File: src/rtl/ro_freq_counter.sv
// Gated edge counter for a divided ring-oscillator tap, synchronised into clk.
// Define RO_FREQ_CONT_EN for continuous back-to-back measurement windows.
module ro_freq_counter #(
   parameter int CNT_WIDTH   = 16,
   parameter int GATE_WIDTH  = 16,
   parameter int SYNC_STAGES = 2
) (
   input  logic                  clk,
   input  logic                  rst_n,
   input  logic                  ena,
   input  logic                  ro_in,
   input  logic                  start,
   input  logic [GATE_WIDTH-1:0] gate_cycles,
   output logic [CNT_WIDTH-1:0]  count,
   output logic                  valid,
   output logic                  done,
   output logic                  busy,
   output logic                  overflow
);

   localparam logic [1:0] ST_IDLE    = 2'd0;
   localparam logic [1:0] ST_MEASURE = 2'd1;
   localparam logic [1:0] ST_DONE    = 2'd2;

   logic [SYNC_STAGES-1:0] sync_q;
   logic                   s;
   logic                   s_prev;
   logic                   rise;
   logic [1:0]             state;
   logic [GATE_WIDTH-1:0]  timer;
   logic [CNT_WIDTH-1:0]   acc;
   logic [CNT_WIDTH-1:0]   acc_nxt;
   logic                   acc_full;
   logic                   ovf;
   logic                   ovf_nxt;
`ifdef RO_FREQ_CONT_EN
   logic [GATE_WIDTH-1:0]  gate_lat;
`endif

   // s_prev tracks s in every state so entering MEASURE never fakes an edge
   always_ff @(posedge clk) begin
      if (!rst_n) begin
         sync_q <= '0;
         s_prev <= 1'b0;
      end else begin
         sync_q <= {sync_q[SYNC_STAGES-2:0], ro_in};
         s_prev <= s;
      end
   end

   assign s        = sync_q[SYNC_STAGES-1];
   assign rise     = s & ~s_prev;
   assign acc_full = &acc;
   assign acc_nxt  = (rise && !acc_full) ? acc + CNT_WIDTH'(1) : acc;
   assign ovf_nxt  = ovf | (rise & acc_full);

   always_ff @(posedge clk) begin
      if (!rst_n) begin
         state    <= ST_IDLE;
         timer    <= '0;
         acc      <= '0;
         ovf      <= 1'b0;
         count    <= '0;
         valid    <= 1'b0;
         done     <= 1'b0;
         busy     <= 1'b0;
         overflow <= 1'b0;
`ifdef RO_FREQ_CONT_EN
         gate_lat <= '0;
`endif
      end else begin
         done <= 1'b0;
         case (state)
            ST_IDLE: begin
               if (start && ena && gate_cycles != '0) begin
                  timer    <= gate_cycles;
                  acc      <= '0;
                  ovf      <= 1'b0;
                  valid    <= 1'b0;
                  overflow <= 1'b0;
                  busy     <= 1'b1;
                  state    <= ST_MEASURE;
`ifdef RO_FREQ_CONT_EN
                  gate_lat <= gate_cycles;
`endif
               end
            end
            ST_MEASURE: begin
               if (!ena) begin
                  busy  <= 1'b0;
                  state <= ST_IDLE;
               end else begin
                  acc   <= acc_nxt;
                  ovf   <= ovf_nxt;
                  timer <= timer - GATE_WIDTH'(1);
                  // last window cycle: its own rise is folded into the result
                  if (timer == GATE_WIDTH'(1)) begin
                     count    <= acc_nxt;
                     overflow <= ovf_nxt;
                     valid    <= 1'b1;
                     done     <= 1'b1;
                     busy     <= 1'b0;
                     state    <= ST_DONE;
                  end
               end
            end
            ST_DONE: begin
`ifdef RO_FREQ_CONT_EN
               if (ena) begin
                  timer <= gate_lat;
                  acc   <= '0;
                  ovf   <= 1'b0;
                  busy  <= 1'b1;
                  state <= ST_MEASURE;
               end else begin
                  state <= ST_IDLE;
               end
`else
               state <= ST_IDLE;
`endif
            end
            default: state <= ST_IDLE;
         endcase
      end
   end

endmodule

File: config.mk
export PLATFORM = sky130hd
export DESIGN_NAME = ro_freq_counter
export DESIGN_NICKNAME = d
export VERILOG_FILES = /design/src/rtl/ro_freq_counter.sv
export SDC_FILE = /design/constraint.sdc
export NUM_CORES = 1
export LEC_CHECK = 0
export ABC_AREA = 1
export CORE_ASPECT_RATIO = 1.25
export CORE_UTILIZATION = 51
export DETAILED_ROUTE_END_ITERATION = 7
export HOLD_SLACK_MARGIN = 0.12
export PLACE_DENSITY_LB_ADDON = 0.25
export SLEW_MARGIN = 20
export SYNTH_ARGS = -nofsm -noshare
export SYNTH_HDL_FRONTEND = slang
export SYNTH_SLANG_ARGS = --single-unit
File: constraint.sdc
create_clock -name clk -period 1.55 [get_ports clk]
set_clock_uncertainty 0.05 [all_clocks]
set_input_delay 0.31 -clock clk [delete_from_list [all_inputs] [get_ports clk]]
set_output_delay 0.31 -clock clk [all_outputs]
set_load 0.02 [all_outputs]
==> impl_results.html, run 1 <==
<table>
<tr><th>Metric</th><th>Value</th></tr>
<tr><th colspan="2">Setup path</th></tr>
<tr><td>Cell chain of the critical path</td><td>ha_4 &gt; nand2_4 &gt; nor2_4 &gt; nand2_4 &gt; o21ai_4 &gt; buf_6 &gt; buf_4 &gt; o21ai_2 &gt; o21ai_1 &gt; inv_1</td></tr>
<tr><td>Worst EP required</td><td>1740 ps</td></tr>
<tr><td>Critical path's slowest cell</td><td>sky130_fd_sc_hd__dfxtp_2</td></tr>
<tr><td>Startpoint Class</td><td>flop</td></tr>
<tr><td>Worst Setup End Kind</td><td>flop</td></tr>
<tr><td>Biggest cell delay along the critical path</td><td>350 ps</td></tr>
<tr><td>Most used cell, CP</td><td>sky130_fd_sc_hd__nand2_4</td></tr>
<tr><td>Peak fanout along the critical path</td><td>7</td></tr>
<tr><td>WS Path Type</td><td>reg -&gt; reg</td></tr>
<tr><td>Worst EP arrival</td><td>2000 ps</td></tr>
<tr><th colspan="2">Cells and area</th></tr>
<tr><td>Final Core Density</td><td>82.36%</td></tr>
<tr><td>Post-synthesis to final-layout area growth</td><td>53.09%</td></tr>
<tr><td>Post-layout instance area</td><td>0.005210 mm²</td></tr>
<tr><td>Layout net count</td><td>685</td></tr>
<tr><td>Fraction of layout instances using a drive strength above 1</td><td>35.64%</td></tr>
<tr><td>Ant diodes</td><td>0</td></tr>
<tr><td>Count of placed standard cells in the final layout, fillers left out</td><td>750</td></tr>
<tr><th colspan="2">Pwr</th></tr>
<tr><td>Pwr Density</td><td>712.7 mW/mm²</td></tr>
<tr><td>Share of total power in the clock network</td><td>34.7%</td></tr>
<tr><td>Proportion of power drawn by flip-flops and latches</td><td>42.7%</td></tr>
<tr><td>Switch share</td><td>30.85%</td></tr>
<tr><td>Worst VDD drop</td><td>451.2 µV</td></tr>
<tr><td>Comb pwr share</td><td>22.6%</td></tr>
<tr><td>Leakage Power</td><td>2.448 nW</td></tr>
<tr><td>Cell-internal power</td><td>0.002568 W</td></tr>
<tr><td>Switching power</td><td>0.001145 W</td></tr>
<tr><th colspan="2">Floorplan</th></tr>
<tr><td>Chip height</td><td>93.33 µm</td></tr>
<tr><td>I/O pin total</td><td>41</td></tr>
<tr><td>Die Footprint</td><td>0.007006 mm²</td></tr>
<tr><td>Placeable Area</td><td>0.006326 mm²</td></tr>
<tr><td>Effective utilization at floorplan</td><td>53.80%</td></tr>
<tr><td>Std-Cell Rows</td><td>32</td></tr>
<tr><td>X dimension of the die</td><td>75.07 µm</td></tr>
<tr><th colspan="2">Route</th></tr>
<tr><td>Routed wire length</td><td>12.41 mm</td></tr>
<tr><td>Vias per inst</td><td>5.684</td></tr>
<tr><td>Final routed wire length divided by cell count</td><td>16.54 µm</td></tr>
<tr><td>Via count</td><td>4263</td></tr>
<tr><td>First-pass iteration count of the detailed router</td><td>5</td></tr>
<tr><td>Remaining antenna violation count after routing</td><td>0</td></tr>
<tr><td>Number of remaining DRC errors</td><td>0</td></tr>
<tr><td>Count of routing violations after the opening detailed-route iteration</td><td>300</td></tr>
<tr><th colspan="2">Timing</th></tr>
<tr><td>Worst slew pin tran</td><td>310.6 ps</td></tr>
<tr><td>Final min period</td><td>1805 ps</td></tr>
<tr><td>Final total negative setup slack</td><td>-5130 ps</td></tr>
<tr><td>Period Utilization, post-route</td><td>116.5%</td></tr>
<tr><td>Final worst-path setup slack</td><td>-255.2 ps</td></tr>
<tr><td>RSZ-0062 raised after global routing</td><td>yes</td></tr>
<tr><td>Achievable frequency</td><td>554.0 MHz</td></tr>
<tr><td>Hold Violations, Final</td><td>0</td></tr>
<tr><td>Relative slew slack</td><td>79.10%</td></tr>
<tr><td>Final count of pins violating max slew</td><td>0</td></tr>
<tr><td>Final setup vio count</td><td>51</td></tr>
<tr><th colspan="2">Yosys</th></tr>
<tr><td>Post-Synthesis Mean Instance Area</td><td>6.291 µm²</td></tr>
<tr><td>Count of different cell masters after synthesis</td><td>32</td></tr>
<tr><td>Number of register bits inferred by synthesis</td><td>58</td></tr>
<tr><td>Synth Cell Area</td><td>0.003403 mm²</td></tr>
<tr><td>Post-synthesis net count</td><td>565</td></tr>
<tr><td>Fraction of the yosys area taken by sequential cells</td><td>34.12%</td></tr>
<tr><td>Post-Synthesis Cells</td><td>541</td></tr>
<tr><td>Warnings, synthesis</td><td>0</td></tr>
<tr><th colspan="2">Placed design</th></tr>
<tr><td>Pre-CTS setup slack</td><td>-422.0 ps</td></tr>
<tr><td>Post-DP Area</td><td>0.004433 mm²</td></tr>
<tr><td>Post-DP HPWL</td><td>7.137 mm</td></tr>
<tr><td>Count of placed standard cells including taps</td><td>722</td></tr>
<tr><td>GP Congestion</td><td>0.8567</td></tr>
<tr><td>Number of buffers inserted by port buffering</td><td>40</td></tr>
<tr><th colspan="2">Clock network</th></tr>
<tr><td>Master cell of the clock root buffer</td><td>sky130_fd_sc_hd__clkbuf_8</td></tr>
<tr><td>Clock Path Buffers</td><td>2</td></tr>
<tr><td>CTS tree</td><td>built</td></tr>
<tr><td>Number of clock sinks</td><td>58</td></tr>
<tr><td>Skew-Pair Late Insertion Delay</td><td>350 ps</td></tr>
<tr><td>CTS clock-pin slew for the worst setup and hold paths</td><td>70 ps</td></tr>
<tr><td>H-tree depth</td><td>3</td></tr>
<tr><td>Total clock buffers created by CTS</td><td>9</td></tr>
<tr><th colspan="2">Global route</th></tr>
<tr><td>Maximum number of pins on one net before global-route repair</td><td>37</td></tr>
<tr><td>Gr ovfl total</td><td>0</td></tr>
<tr><td>Global Route Usage Sum</td><td>31.92%</td></tr>
<tr><td>Initial antenna violation count</td><td>0</td></tr>
<tr><td>Via count of the first global-routing pass</td><td>3935</td></tr>
<tr><td>Global-route wire length before repair</td><td>16.97 mm</td></tr>
<tr><th colspan="2">Flow run</th></tr>
<tr><td>Max Cap Viol</td><td>0</td></tr>
<tr><th colspan="2">Status</th></tr>
<tr><td>Result of the run</td><td>finished with violations</td></tr>
<tr><td>Failing checks</td><td>negative setup slack</td></tr>
<tr><th colspan="2">Worst hold path</th></tr>
<tr><td>Hold WC Path Type</td><td>in -&gt; reg</td></tr>
</table>
timing repair:
action | 4_1_cts | 5_1_grt
setup endpoints to repair | 72 | 54
setup buffers | 7 | 10
gates resized for setup | 106 | 93
hold buffers | 0 | 0
gates cloned | 0 | 2
pin swaps | 28 | 44
path summary, 6_finish.rpt:
check	from	endpoint	depth (start not counted)	slack, ps
worst max-delay path	acc[1]	count[3]	10	-260
worst min-delay path	gate_cycles[3]	timer[3]	5	310
worst min register to register	sync_q[1]	s_prev	2	390
worst max register to register	acc[1]	count[3]	10	-260
worst max-delay path: cells and delay by family, from the launching register on:
kind,cells,cell delay (ps)
buffers and inverters,3,370
AO/OA/AOI/OAI,3,450
AND/OR/NAND/NOR,3,290
adder cells (fa/ha/maj),1,160
flip-flops,1,350
flip-flops by register name, indices dropped and copies added (netlist names), 2 cells and up:
signal	cells
acc	16
count	16
sync_q	2
state	2
timer	16
cells by family (layout without fill, tap and decap cells):
group,after synthesis,in the layout,share of synthesized area [%]
AOI/OAI and AO/OA,92,92,15.81
xor gates and xnor gates,6,6,1.544
adders and majority gates,3,3,1.103
buffers and inverters,85,209,10.44
DFF,58,58,34.12
and+or+nand+nor,297,297,36.99
power groups by stage:
| stage | Clock, W | Combinational (W) | Sequential (W) |
|---|---|---|---|
| 2_1_floorplan | 0 | 0.000367 | 0.00162 |
| 3_3_place_gp | 0 | 0.000701 | 0.00161 |
| 3_5_place_dp | 0 | 0.000715 | 0.00161 |
| 4_1_cts | 0.00126 | 0.000744 | 0.00158 |
| 5_1_grt | 0.00134 | 0.000922 | 0.00159 |
| 6_report | 0.00129 | 0.000839 | 0.00159 |
cells in the final DEF (no fill, tap or decap), drive strengths merged, types with 10 or more instances in the layout:
cell / synthesis / routed
dlygate4sd2: 0 / 24
o21ai: 45 / 45
buf: 12 / 91
o21a: 11 / 11
a21oi: 31 / 31
nand3: 48 / 48
nor2: 84 / 84
clkdlybuf4s50: 0 / 10
nand2: 149 / 149
inv: 59 / 58
clkbuf: 11 / 13
dfxtp: 58 / 58
cell usage after synthesis:
| cell type | n | area, µm² |
|---|---|---|
| sky130_fd_sc_hd__a21oi_1 | 24 | 120.1 |
| sky130_fd_sc_hd__a21oi_2 | 7 | 61.31 |
| sky130_fd_sc_hd__buf_2 | 7 | 35.03 |
| sky130_fd_sc_hd__buf_4 | 3 | 22.52 |
| sky130_fd_sc_hd__buf_6 | 2 | 22.52 |
| sky130_fd_sc_hd__clkbuf_1 | 10 | 37.54 |
| sky130_fd_sc_hd__clkbuf_2 | 1 | 5.000 |
| sky130_fd_sc_hd__clkinv_1 | 3 | 11.26 |
| sky130_fd_sc_hd__dfxtp_1 | 58 | 1161 |
| sky130_fd_sc_hd__ha_1 | 3 | 37.54 |
| sky130_fd_sc_hd__inv_1 | 57 | 214.0 |
| sky130_fd_sc_hd__inv_2 | 2 | 7.510 |
| sky130_fd_sc_hd__nand2_1 | 146 | 548.0 |
| sky130_fd_sc_hd__nand2_2 | 3 | 18.77 |
| sky130_fd_sc_hd__nand3_1 | 47 | 235.2 |
| sky130_fd_sc_hd__nand3_2 | 1 | 10.01 |
| sky130_fd_sc_hd__nand3b_1 | 4 | 30.03 |
| sky130_fd_sc_hd__nand4_1 | 5 | 31.28 |
| sky130_fd_sc_hd__nor2_1 | 76 | 285.3 |
| sky130_fd_sc_hd__nor2_2 | 6 | 37.54 |
| sky130_fd_sc_hd__nor2_4 | 2 | 22.52 |
| sky130_fd_sc_hd__nor3_1 | 3 | 15.01 |
| sky130_fd_sc_hd__nor4_1 | 3 | 18.77 |
| sky130_fd_sc_hd__o211ai_1 | 4 | 30.03 |
| sky130_fd_sc_hd__o21a_1 | 11 | 82.58 |
| sky130_fd_sc_hd__o21ai_0 | 34 | 170.2 |
| sky130_fd_sc_hd__o21ai_1 | 10 | 50.05 |
| sky130_fd_sc_hd__o21ai_4 | 1 | 16.27 |
| sky130_fd_sc_hd__o31ai_1 | 1 | 7.510 |
| sky130_fd_sc_hd__or2_2 | 1 | 6.260 |
| sky130_fd_sc_hd__xnor2_1 | 2 | 17.52 |
| sky130_fd_sc_hd__xor2_1 | 4 | 35.03 |
routing by layer:
layer  wire [µm]  track usage (%)  vias up
met5           0                0        -
li1            -                -     1966
met1        4480            32.17     1987
met4         784            18.08        0
met2        6334            58.33      232
met3         808            7.112       78
layout make-up:
cell class	instances	area, µm²
multi-input cells	398	2328
repair buffers	132	1186
flip-flops and latches	58	1175
fillers	374	1116
inverters	62	244.0
clock buffers	12	155.1
well taps	85	106.4
clock inverters	3	15.01
stage by stage:
step | total power (W) | hold slack, ps
3_3_place_gp | 0.002307 | 352.1
5_1_grt | 0.003853 | 374.6
6_report | 0.003713 | 306.4
3_5_place_dp | 0.002324 | 371.7
2_1_floorplan | 0.001983 | 340.5
4_1_cts | 0.003588 | 378.9
Note: power is estimated with default switching activity, not from simulation.
==> run 2: changes to the inputs <==
GPL_TIMING_DRIVEN = 0   (was default)
==> run 2 against run 1 <==
  * The run still ends with negative setup slack left
  * Count of clock-buffer cells in the layout grew 2
  * Clock power grew 3%
  * Via count shrank 3.8%
  * Core utilization shrank 5.1 points
  * Sequential share of layout area grew 1.8 points
  * Non-clock buffer count shrank 38
  * Design area shrank 6.1%
  * Die area is the same
  * Critical path depth shrank 1
  * Global-route usage is essentially flat
  * Flip-flop and latch count is the same
  * Critical path type unchanged
  * Critical endpoint is now count[9]
  * Largest power group unchanged
==> impl_results.html, run 2 (synthesis gave the netlist of run 1 again) <==
<table>
<tr><th>Metric</th><th>Value</th></tr>
<tr><th colspan="2">Global route</th></tr>
<tr><td>Global-route wire length before repair</td><td>16.70 mm (-1.6%)</td></tr>
<tr><td>Via count of the first global-routing pass</td><td>3679 (-6.5%)</td></tr>
<tr><td>Gr ovfl total</td><td>0 (unchanged)</td></tr>
<tr><td>Initial antenna violation count</td><td>0 (unchanged)</td></tr>
<tr><td>Global Route Usage Sum</td><td>31.96% (+0.044 points)</td></tr>
<tr><td>Maximum number of pins on one net before global-route repair</td><td>11 (-70%)</td></tr>
<tr><th colspan="2">Clock network</th></tr>
<tr><td>Skew-Pair Late Insertion Delay</td><td>350 ps (about the same)</td></tr>
<tr><td>Clock Path Buffers</td><td>2 (unchanged)</td></tr>
<tr><td>Number of clock sinks</td><td>58 (unchanged)</td></tr>
<tr><td>H-tree depth</td><td>3 (unchanged)</td></tr>
<tr><td>Master cell of the clock root buffer</td><td>sky130_fd_sc_hd__clkbuf_8</td></tr>
<tr><td>Total clock buffers created by CTS</td><td>9 (unchanged)</td></tr>
<tr><td>CTS tree</td><td>built</td></tr>
<tr><td>CTS clock-pin slew for the worst setup and hold paths</td><td>70 ps (about the same)</td></tr>
<tr><td>Hold Buf Count CTS</td><td>0 (unchanged)</td></tr>
<tr><th colspan="2">Floorplan</th></tr>
<tr><td>Chip height</td><td>93.33 µm (unchanged)</td></tr>
<tr><td>Effective utilization at floorplan</td><td>53.80% (unchanged)</td></tr>
<tr><td>I/O pin total</td><td>41 (unchanged)</td></tr>
<tr><td>Placeable Area</td><td>0.006326 mm² (unchanged)</td></tr>
<tr><td>Die Footprint</td><td>0.007006 mm² (unchanged)</td></tr>
<tr><td>Std-Cell Rows</td><td>32 (unchanged)</td></tr>
<tr><td>X dimension of the die</td><td>75.07 µm (unchanged)</td></tr>
<tr><th colspan="2">Cells and area</th></tr>
<tr><td>Ant diodes</td><td>0 (unchanged)</td></tr>
<tr><td>Most used cells in the layout excluding fill and tap cells</td><td>sky130_fd_sc_hd__nand2_1, sky130_fd_sc_hd__inv_1, sky130_fd_sc_hd__nor2_1</td></tr>
<tr><td>Layout net count</td><td>648 (-5.4%)</td></tr>
<tr><td>Post-layout instance area</td><td>0.004890 mm² (-6.1%)</td></tr>
<tr><td>Post-synthesis to final-layout area growth</td><td>43.68%</td></tr>
<tr><td>Number of fillers in the final layout</td><td>459 (+23%)</td></tr>
<tr><td>Regs by FF count</td><td>acc (16), count (16), timer (16)</td></tr>
<tr><td>Commonest non-fill, non-tap cell in the layout</td><td>sky130_fd_sc_hd__nand2_1</td></tr>
<tr><td>Fraction of layout instances using a drive strength above 1</td><td>33.70% (-1.9 points)</td></tr>
<tr><td>Multi-input gate area in the final layout</td><td>0.002305 mm² (-1.0%)</td></tr>
<tr><td>Sequential Area</td><td>0.001191 mm² (+1.4%)</td></tr>
<tr><th colspan="2">Timing</th></tr>
<tr><td>Final setup vio count</td><td>47 (-7.8%)</td></tr>
<tr><td>Achievable frequency</td><td>576.9 MHz (+4.2%)</td></tr>
<tr><td>Final worst-path setup slack</td><td>-183.3 ps (+71.95 ps)</td></tr>
<tr><td>Relative slew slack</td><td>57.61% (-21 points)</td></tr>
<tr><td>RSZ-0062 raised after global routing</td><td>yes</td></tr>
<tr><td>Final count of pins violating max slew</td><td>0 (unchanged)</td></tr>
<tr><td>Period Utilization, post-route</td><td>111.8% (-4.6 points)</td></tr>
<tr><td>Final min period</td><td>1733 ps (-71.95 ps)</td></tr>
<tr><td>Worst slew pin tran</td><td>635.8 ps (+325.2 ps)</td></tr>
<tr><td>Hold Violations, Final</td><td>0 (unchanged)</td></tr>
<tr><th colspan="2">Status</th></tr>
<tr><td>Result of the run</td><td>finished with violations</td></tr>
<tr><td>Failing checks</td><td>negative setup slack</td></tr>
<tr><th colspan="2">Pwr</th></tr>
<tr><td>Worst VDD drop</td><td>638.6 µV (+42%)</td></tr>
<tr><td>Comb pwr share</td><td>22.4% (-0.2 points)</td></tr>
<tr><td>Switching power</td><td>0.001197 W (+4.5%)</td></tr>
<tr><td>Cell-internal power</td><td>0.002571 W (+0.12%)</td></tr>
<tr><td>Leakage Power</td><td>2.182 nW (-11%)</td></tr>
<tr><td>Proportion of power drawn by flip-flops and latches</td><td>42.4% (-0.3 points)</td></tr>
<tr><td>Switch share</td><td>31.77% (+0.92 points)</td></tr>
<tr><td>Pwr Density</td><td>770.5 mW/mm² (+8.1%)</td></tr>
<tr><td>Share of total power in the clock network</td><td>35.2% (+0.5 points)</td></tr>
<tr><th colspan="2">Setup path</th></tr>
<tr><td>Worst EP required</td><td>1740 ps (about the same)</td></tr>
<tr><td>Startpoint Class</td><td>flop</td></tr>
<tr><td>Peak fanout along the critical path</td><td>6 (-1)</td></tr>
<tr><td>WS Path Type</td><td>reg -&gt; reg</td></tr>
<tr><td>Worst EP arrival</td><td>1930 ps (-70 ps)</td></tr>
<tr><td>Worst Setup End Kind</td><td>flop</td></tr>
<tr><th colspan="2">Route</th></tr>
<tr><td>Highest routing layer actually used</td><td>met4</td></tr>
<tr><td>First-pass iteration count of the detailed router</td><td>5 (unchanged)</td></tr>
<tr><td>Met2 routed wirelength</td><td>5.938 mm (-6.3%)</td></tr>
<tr><td>Count of routing violations after the opening detailed-route iteration</td><td>279 (-7.0%)</td></tr>
<tr><td>Via count</td><td>4100 (-3.8%)</td></tr>
<tr><td>Number of remaining DRC errors</td><td>0 (unchanged)</td></tr>
<tr><td>Met3 WL</td><td>850 µm (+5.2%)</td></tr>
<tr><td>Detailed-routing wirelength on met1</td><td>4.057 mm (-9.4%)</td></tr>
<tr><td>Final routed wire length divided by cell count</td><td>16.39 µm (-0.90%)</td></tr>
<tr><td>Remaining antenna violation count after routing</td><td>0 (unchanged)</td></tr>
<tr><td>Routed wire length</td><td>11.70 mm (-5.7%)</td></tr>
<tr><td>Vias per inst</td><td>5.742 (+1.0%)</td></tr>
<tr><th colspan="2">Placed design</th></tr>
<tr><td>GP Congestion</td><td>0.9560 (+12%)</td></tr>
<tr><td>Post-DP HPWL</td><td>6.813 mm (-4.5%)</td></tr>
<tr><td>Post-DP Area</td><td>0.003915 mm² (-12%)</td></tr>
<tr><td>Pre-CTS setup slack</td><td>-798.4 ps (-376.4 ps)</td></tr>
<tr><td>Number of buffers inserted by port buffering</td><td>39 (-2.5%)</td></tr>
<tr><th colspan="2">Flow run</th></tr>
<tr><td>Max Cap Viol</td><td>0 (unchanged)</td></tr>
<tr><th colspan="2">Worst hold path</th></tr>
<tr><td>Hold WC Path Type</td><td>in -&gt; reg</td></tr>
</table>
-- run 2: path summary, 6_finish.rpt --
kind	to	slack, ps	start	cells after the start
setup / recovery	count[9]	-180	timer[8]	9
hold / removal	timer[3]	270	gate_cycles[3]	5
setup reg to reg	count[9]	-180	timer[8]	9
hold reg to reg	sync_q[1]	360	sync_q[0]	2
-- run 2: worst max-delay path, stage by stage, from the launching register on --
cell,delay [ps]
sky130_fd_sc_hd__dfxtp_2,350
sky130_fd_sc_hd__nor2_4,170
sky130_fd_sc_hd__nand3_4,140
sky130_fd_sc_hd__nor2_4,160
sky130_fd_sc_hd__nand2_2,110
sky130_fd_sc_hd__nor2_4,220
sky130_fd_sc_hd__inv_4,90
sky130_fd_sc_hd__clkbuf_16,170
sky130_fd_sc_hd__o21ai_1,120
sky130_fd_sc_hd__inv_1,40
-- run 2: power groups by stage --
stage	Combinational [W]	Sequential, W	Clock, W
2_1_floorplan	0.000367	0.00162	0
6_report	0.000844	0.00160	0.00133
3_3_place_gp	0.000536	0.00162	0
5_1_grt	0.000913	0.00160	0.00140
4_1_cts	0.000646	0.00159	0.00133
3_5_place_dp	0.000550	0.00162	0
-- run 2: per-stage QoR --
stage / hold WS [ps] / std cells / power, W / util (%) / TNS [ps]
floorplan: 340.5 / 541 / 0.001983 / - / 0
global placement: 342.8 / 665 / 0.002154 / 61.89 / -26840
detailed placement: 361.5 / 665 / 0.002170 / 61.89 / -28100
CTS: 370.9 / 702 / 0.003565 / 70.69 / -1827
global route: 304.1 / 714 / 0.003920 / 77.29 / -9715
finish: 272.1 / 714 / 0.003768 / 77.29 / -4079
-- run 2: cell type report --
type                    count  share of cell area, %
multi-input cells         398                  47.13
flip-flops and latches     58                  24.36
repair buffers             71                  13.15
inverters                  62                  5.220
plain buffers              23                  3.889
clock buffers              14                  3.531
well taps                  85                  2.175
repair inverters            1                 0.3327
clock inverters             2                 0.2047
-- run 2: timing repair --
action | in CTS | in global routing
setup endpoints to repair | 73 | 54
pin swaps | 39 | 46
gates cloned | 4 | 2
resized for setup | 131 | 118
buffers inserted | 17 | 10
-- run 2: routing by layer --
metal	up-vias	GRT usage, %
met5	-	0
met4	0	19.97
met3	79	7.543
met2	229	56.16
met1	1892	33.18
li1	1900	-
==> run 3: changes to the inputs <==
SKIP_LAST_GASP = 1   (was default)
==> run 3 against run 2 <==
  * The run still ends with negative setup slack left
  * Count of clock-buffer cells in the layout did not move
  * Sequential power barely moved
  * Cell count did not move
  * Largest cell class unchanged
  * Combinational power fell by 2.4%
  * Sequential share of layout area is 0.16 points higher
  * First-iteration DRC count down 13%
  * Highest routed layer unchanged
  * Non-clock buffer count is the same
  * Flip-flop and latch count is the same
==> impl_results.html, run 3 (synthesis gave the netlist of run 1 again) <==
<table>
<tr><th>Metric</th><th>Value</th></tr>
<tr><th colspan="2">Status</th></tr>
<tr><td>Result of the run</td><td>finished with violations</td></tr>
<tr><td>Failing checks</td><td>negative setup slack</td></tr>
<tr><th colspan="2">Floorplan</th></tr>
<tr><td>X dimension of the die</td><td>75.07 µm (unchanged)</td></tr>
<tr><td>Effective utilization at floorplan</td><td>53.80% (unchanged)</td></tr>
<tr><td>I/O pin total</td><td>41 (unchanged)</td></tr>
<tr><td>Die Footprint</td><td>0.007006 mm² (unchanged)</td></tr>
<tr><td>Chip height</td><td>93.33 µm (unchanged)</td></tr>
<tr><td>Placeable Area</td><td>0.006326 mm² (unchanged)</td></tr>
<tr><td>Std-Cell Rows</td><td>32 (unchanged)</td></tr>
<tr><th colspan="2">Timing</th></tr>
<tr><td>Worst slew pin tran</td><td>637.1 ps (+1.277 ps)</td></tr>
<tr><td>Achievable frequency</td><td>584.7 MHz (+1.3%)</td></tr>
<tr><td>Period Utilization, post-route</td><td>110.3% (-1.5 points)</td></tr>
<tr><td>Final total negative setup slack</td><td>-3516 ps (+563.2 ps)</td></tr>
<tr><td>Final min period</td><td>1710 ps (-22.94 ps)</td></tr>
<tr><td>Final count of pins violating max slew</td><td>0 (unchanged)</td></tr>
<tr><td>Final worst-path setup slack</td><td>-160.3 ps (+22.94 ps)</td></tr>
<tr><td>Hold Violations, Final</td><td>0 (unchanged)</td></tr>
<tr><td>Final setup vio count</td><td>50 (+6.4%)</td></tr>
<tr><td>Relative slew slack</td><td>57.53% (-0.085 points)</td></tr>
<tr><td>RSZ-0062 raised after global routing</td><td>yes</td></tr>
<tr><th colspan="2">Cells and area</th></tr>
<tr><td>Multi-input gate area in the final layout</td><td>0.002275 mm² (-1.3%)</td></tr>
<tr><td>Layout net count</td><td>648 (unchanged)</td></tr>
<tr><td>Sequential Area</td><td>0.001191 mm² (unchanged)</td></tr>
<tr><td>Ant diodes</td><td>0 (unchanged)</td></tr>
<tr><td>Regs by FF count</td><td>acc (16), count (16), timer (16)</td></tr>
<tr><td>Commonest non-fill, non-tap cell in the layout</td><td>sky130_fd_sc_hd__nand2_1</td></tr>
<tr><td>Number of fillers in the final layout</td><td>476 (+3.7%)</td></tr>
<tr><td>Post-synthesis to final-layout area growth</td><td>42.72%</td></tr>
<tr><td>Count of placed standard cells in the final layout, fillers left out</td><td>714 (unchanged)</td></tr>
<tr><td>Most used cells in the layout excluding fill and tap cells</td><td>sky130_fd_sc_hd__nand2_1, sky130_fd_sc_hd__inv_1, sky130_fd_sc_hd__nor2_1</td></tr>
<tr><td>Fraction of layout instances using a drive strength above 1</td><td>32.75% (-0.95 points)</td></tr>
<tr><th colspan="2">Pwr</th></tr>
<tr><td>Switch share</td><td>31.41% (-0.37 points)</td></tr>
<tr><td>Leakage Power</td><td>2.180 nW (about the same)</td></tr>
<tr><td>Cell-internal power</td><td>0.002565 W (-0.22%)</td></tr>
<tr><td>Switching power</td><td>0.001174 W (-1.9%)</td></tr>
<tr><td>Worst VDD drop</td><td>631.8 µV (-1.1%)</td></tr>
<tr><td>Proportion of power drawn by flip-flops and latches</td><td>42.7% (+0.3 points)</td></tr>
<tr><td>PnR Total Power</td><td>0.003739 W (-0.75%)</td></tr>
<tr><td>Share of total power in the clock network</td><td>35.2% (about the same)</td></tr>
<tr><td>Pwr Density</td><td>769.9 mW/mm² (about the same)</td></tr>
<tr><td>Comb pwr share</td><td>22.0% (-0.4 points)</td></tr>
<tr><th colspan="2">Worst hold path</th></tr>
<tr><td>Hold WC Path Type</td><td>in -&gt; reg</td></tr>
<tr><th colspan="2">Route</th></tr>
<tr><td>Remaining antenna violation count after routing</td><td>0 (unchanged)</td></tr>
<tr><td>Via count</td><td>4027 (-1.8%)</td></tr>
<tr><td>Vias per inst</td><td>5.640 (-1.8%)</td></tr>
<tr><td>Count of routing violations after the opening detailed-route iteration</td><td>243 (-13%)</td></tr>
<tr><td>Final routed wire length divided by cell count</td><td>16.38 µm (about the same)</td></tr>
<tr><td>First-pass iteration count of the detailed router</td><td>7 (+2)</td></tr>
<tr><td>Routed wire length</td><td>11.69 mm (about the same)</td></tr>
<tr><td>Number of remaining DRC errors</td><td>0 (unchanged)</td></tr>
<tr><th colspan="2">Setup path</th></tr>
<tr><td>Startpoint Class</td><td>flop</td></tr>
<tr><td>Worst Setup End Kind</td><td>flop</td></tr>
<tr><td>Worst EP arrival</td><td>1860 ps (-70 ps)</td></tr>
<tr><td>Worst EP required</td><td>1700 ps (-40 ps)</td></tr>
<tr><td>Peak fanout along the critical path</td><td>8 (+2)</td></tr>
<tr><td>WS Path Type</td><td>reg -&gt; reg</td></tr>
<tr><th colspan="2">Flow run</th></tr>
<tr><td>Max Cap Viol</td><td>0 (unchanged)</td></tr>
<tr><th colspan="2">Clock network</th></tr>
<tr><td>CTS clock-pin slew for the worst setup and hold paths</td><td>70 ps (about the same)</td></tr>
<tr><td>Master cell of the clock root buffer</td><td>sky130_fd_sc_hd__clkbuf_8</td></tr>
<tr><td>Clock Path Buffers</td><td>2 (unchanged)</td></tr>
<tr><td>H-tree depth</td><td>3 (unchanged)</td></tr>
<tr><td>Number of clock sinks</td><td>58 (unchanged)</td></tr>
<tr><td>CTS tree</td><td>built</td></tr>
<tr><td>Skew-Pair Late Insertion Delay</td><td>350 ps (about the same)</td></tr>
<tr><td>Total clock buffers created by CTS</td><td>9 (unchanged)</td></tr>
<tr><th colspan="2">Global route</th></tr>
<tr><td>Gr ovfl total</td><td>0 (unchanged)</td></tr>
<tr><td>Global Route Usage Sum</td><td>31.96% (unchanged)</td></tr>
<tr><td>Global-route wire length before repair</td><td>16.70 mm (unchanged)</td></tr>
<tr><td>Via count of the first global-routing pass</td><td>3679 (unchanged)</td></tr>
<tr><td>Initial antenna violation count</td><td>0 (unchanged)</td></tr>
<tr><td>Maximum number of pins on one net before global-route repair</td><td>11 (unchanged)</td></tr>
<tr><th colspan="2">Placed design</th></tr>
<tr><td>GP Congestion</td><td>0.9560 (unchanged)</td></tr>
<tr><td>Count of placed standard cells including taps</td><td>665 (unchanged)</td></tr>
<tr><td>Post-DP HPWL</td><td>6.813 mm (unchanged)</td></tr>
<tr><td>Number of buffers inserted by port buffering</td><td>39 (unchanged)</td></tr>
</table>
==> run 3: cell count changes in the layout (fill, tap and decap cells not counted), sizes merged <==
cell / delta
clkdlybuf4s50: +1
clkinv: +1
clkinvlp: -1
dlygate4sd2: -1
==> run 3: metrics by stage <==
stage / setup slack [ps] / cell area (µm²) / hold slack [ps] / util, %
finish: -160.3 / 4857 / 258.0 / 76.78
global route: -341.3 / 4857 / 284.8 / 76.78
CTS: -121.8 / 4473 / 370.9 / 70.71
detailed placement: -798.4 / 3915 / 361.5 / 61.89
global placement: -746.7 / 3915 / 342.8 / 61.89
floorplan: 26.89 / 3418 / 340.5 / -
==> run 3: layout make-up <==
cell class | count | area share, %
Inverter | 62 | 5.178
Timing Repair Buffer | 71 | 13.27
Clock inverter | 2 | 0.2061
Timing Repair inverter | 1 | 0.3349
Multi-Input combinational cell | 398 | 46.83
Clock buffer | 14 | 3.555
Buffer | 23 | 3.915
Tap cell | 85 | 2.190
Sequential cell | 58 | 24.52
==> run 3: path summary, 6_finish.rpt <==
path	slack, ps	depth (start not counted)	end	start
max	-160	8	acc[1]	sync_q[1]
max reg2reg	-160	8	acc[1]	sync_q[1]
min reg2reg	370	2	sync_q[1]	sync_q[0]
min	260	5	timer[3]	gate_cycles[3]
==> run 3: repair_timing <==
action,CTS,global route
hold endpoints to repair,0,0
setup buffers,17,10
gates cloned,4,2
pin swaps,39,45
gates resized for setup,130,109
hold buffers,0,0
endpoints found under the setup margin,73,54
==> run 3: power groups by stage <==
stage | Clock, W | Combinational (W) | Sequential [W]
after floorplan | 0 | 0.000367 | 0.00162
after global placement | 0 | 0.000536 | 0.00162
after detailed placement | 0 | 0.000550 | 0.00162
after CTS | 0.00133 | 0.000647 | 0.00159
after global routing | 0.00140 | 0.000892 | 0.00160
final | 0.00132 | 0.000824 | 0.00160
==> run 3: critical path, stage by stage, from the launching register on <==
cell	delay (ps)
sky130_fd_sc_hd__dfxtp_1	330
sky130_fd_sc_hd__inv_1	50
sky130_fd_sc_hd__nor2_2	280
sky130_fd_sc_hd__inv_1	140
sky130_fd_sc_hd__nor2_4	270
sky130_fd_sc_hd__buf_6	190
sky130_fd_sc_hd__nand2_4	60
sky130_fd_sc_hd__o211ai_1	100
sky130_fd_sc_hd__a21oi_1	100
==> run 3: metal layers <==
layer  vias up  global-route usage, %  share of wire, %
met3        68                  7.543               6.8
met1      1870                  33.18                35
met2       192                  56.16                52
li1       1897                      -                 -
met5         -                      0                 0
met4         0                  19.97               6.3
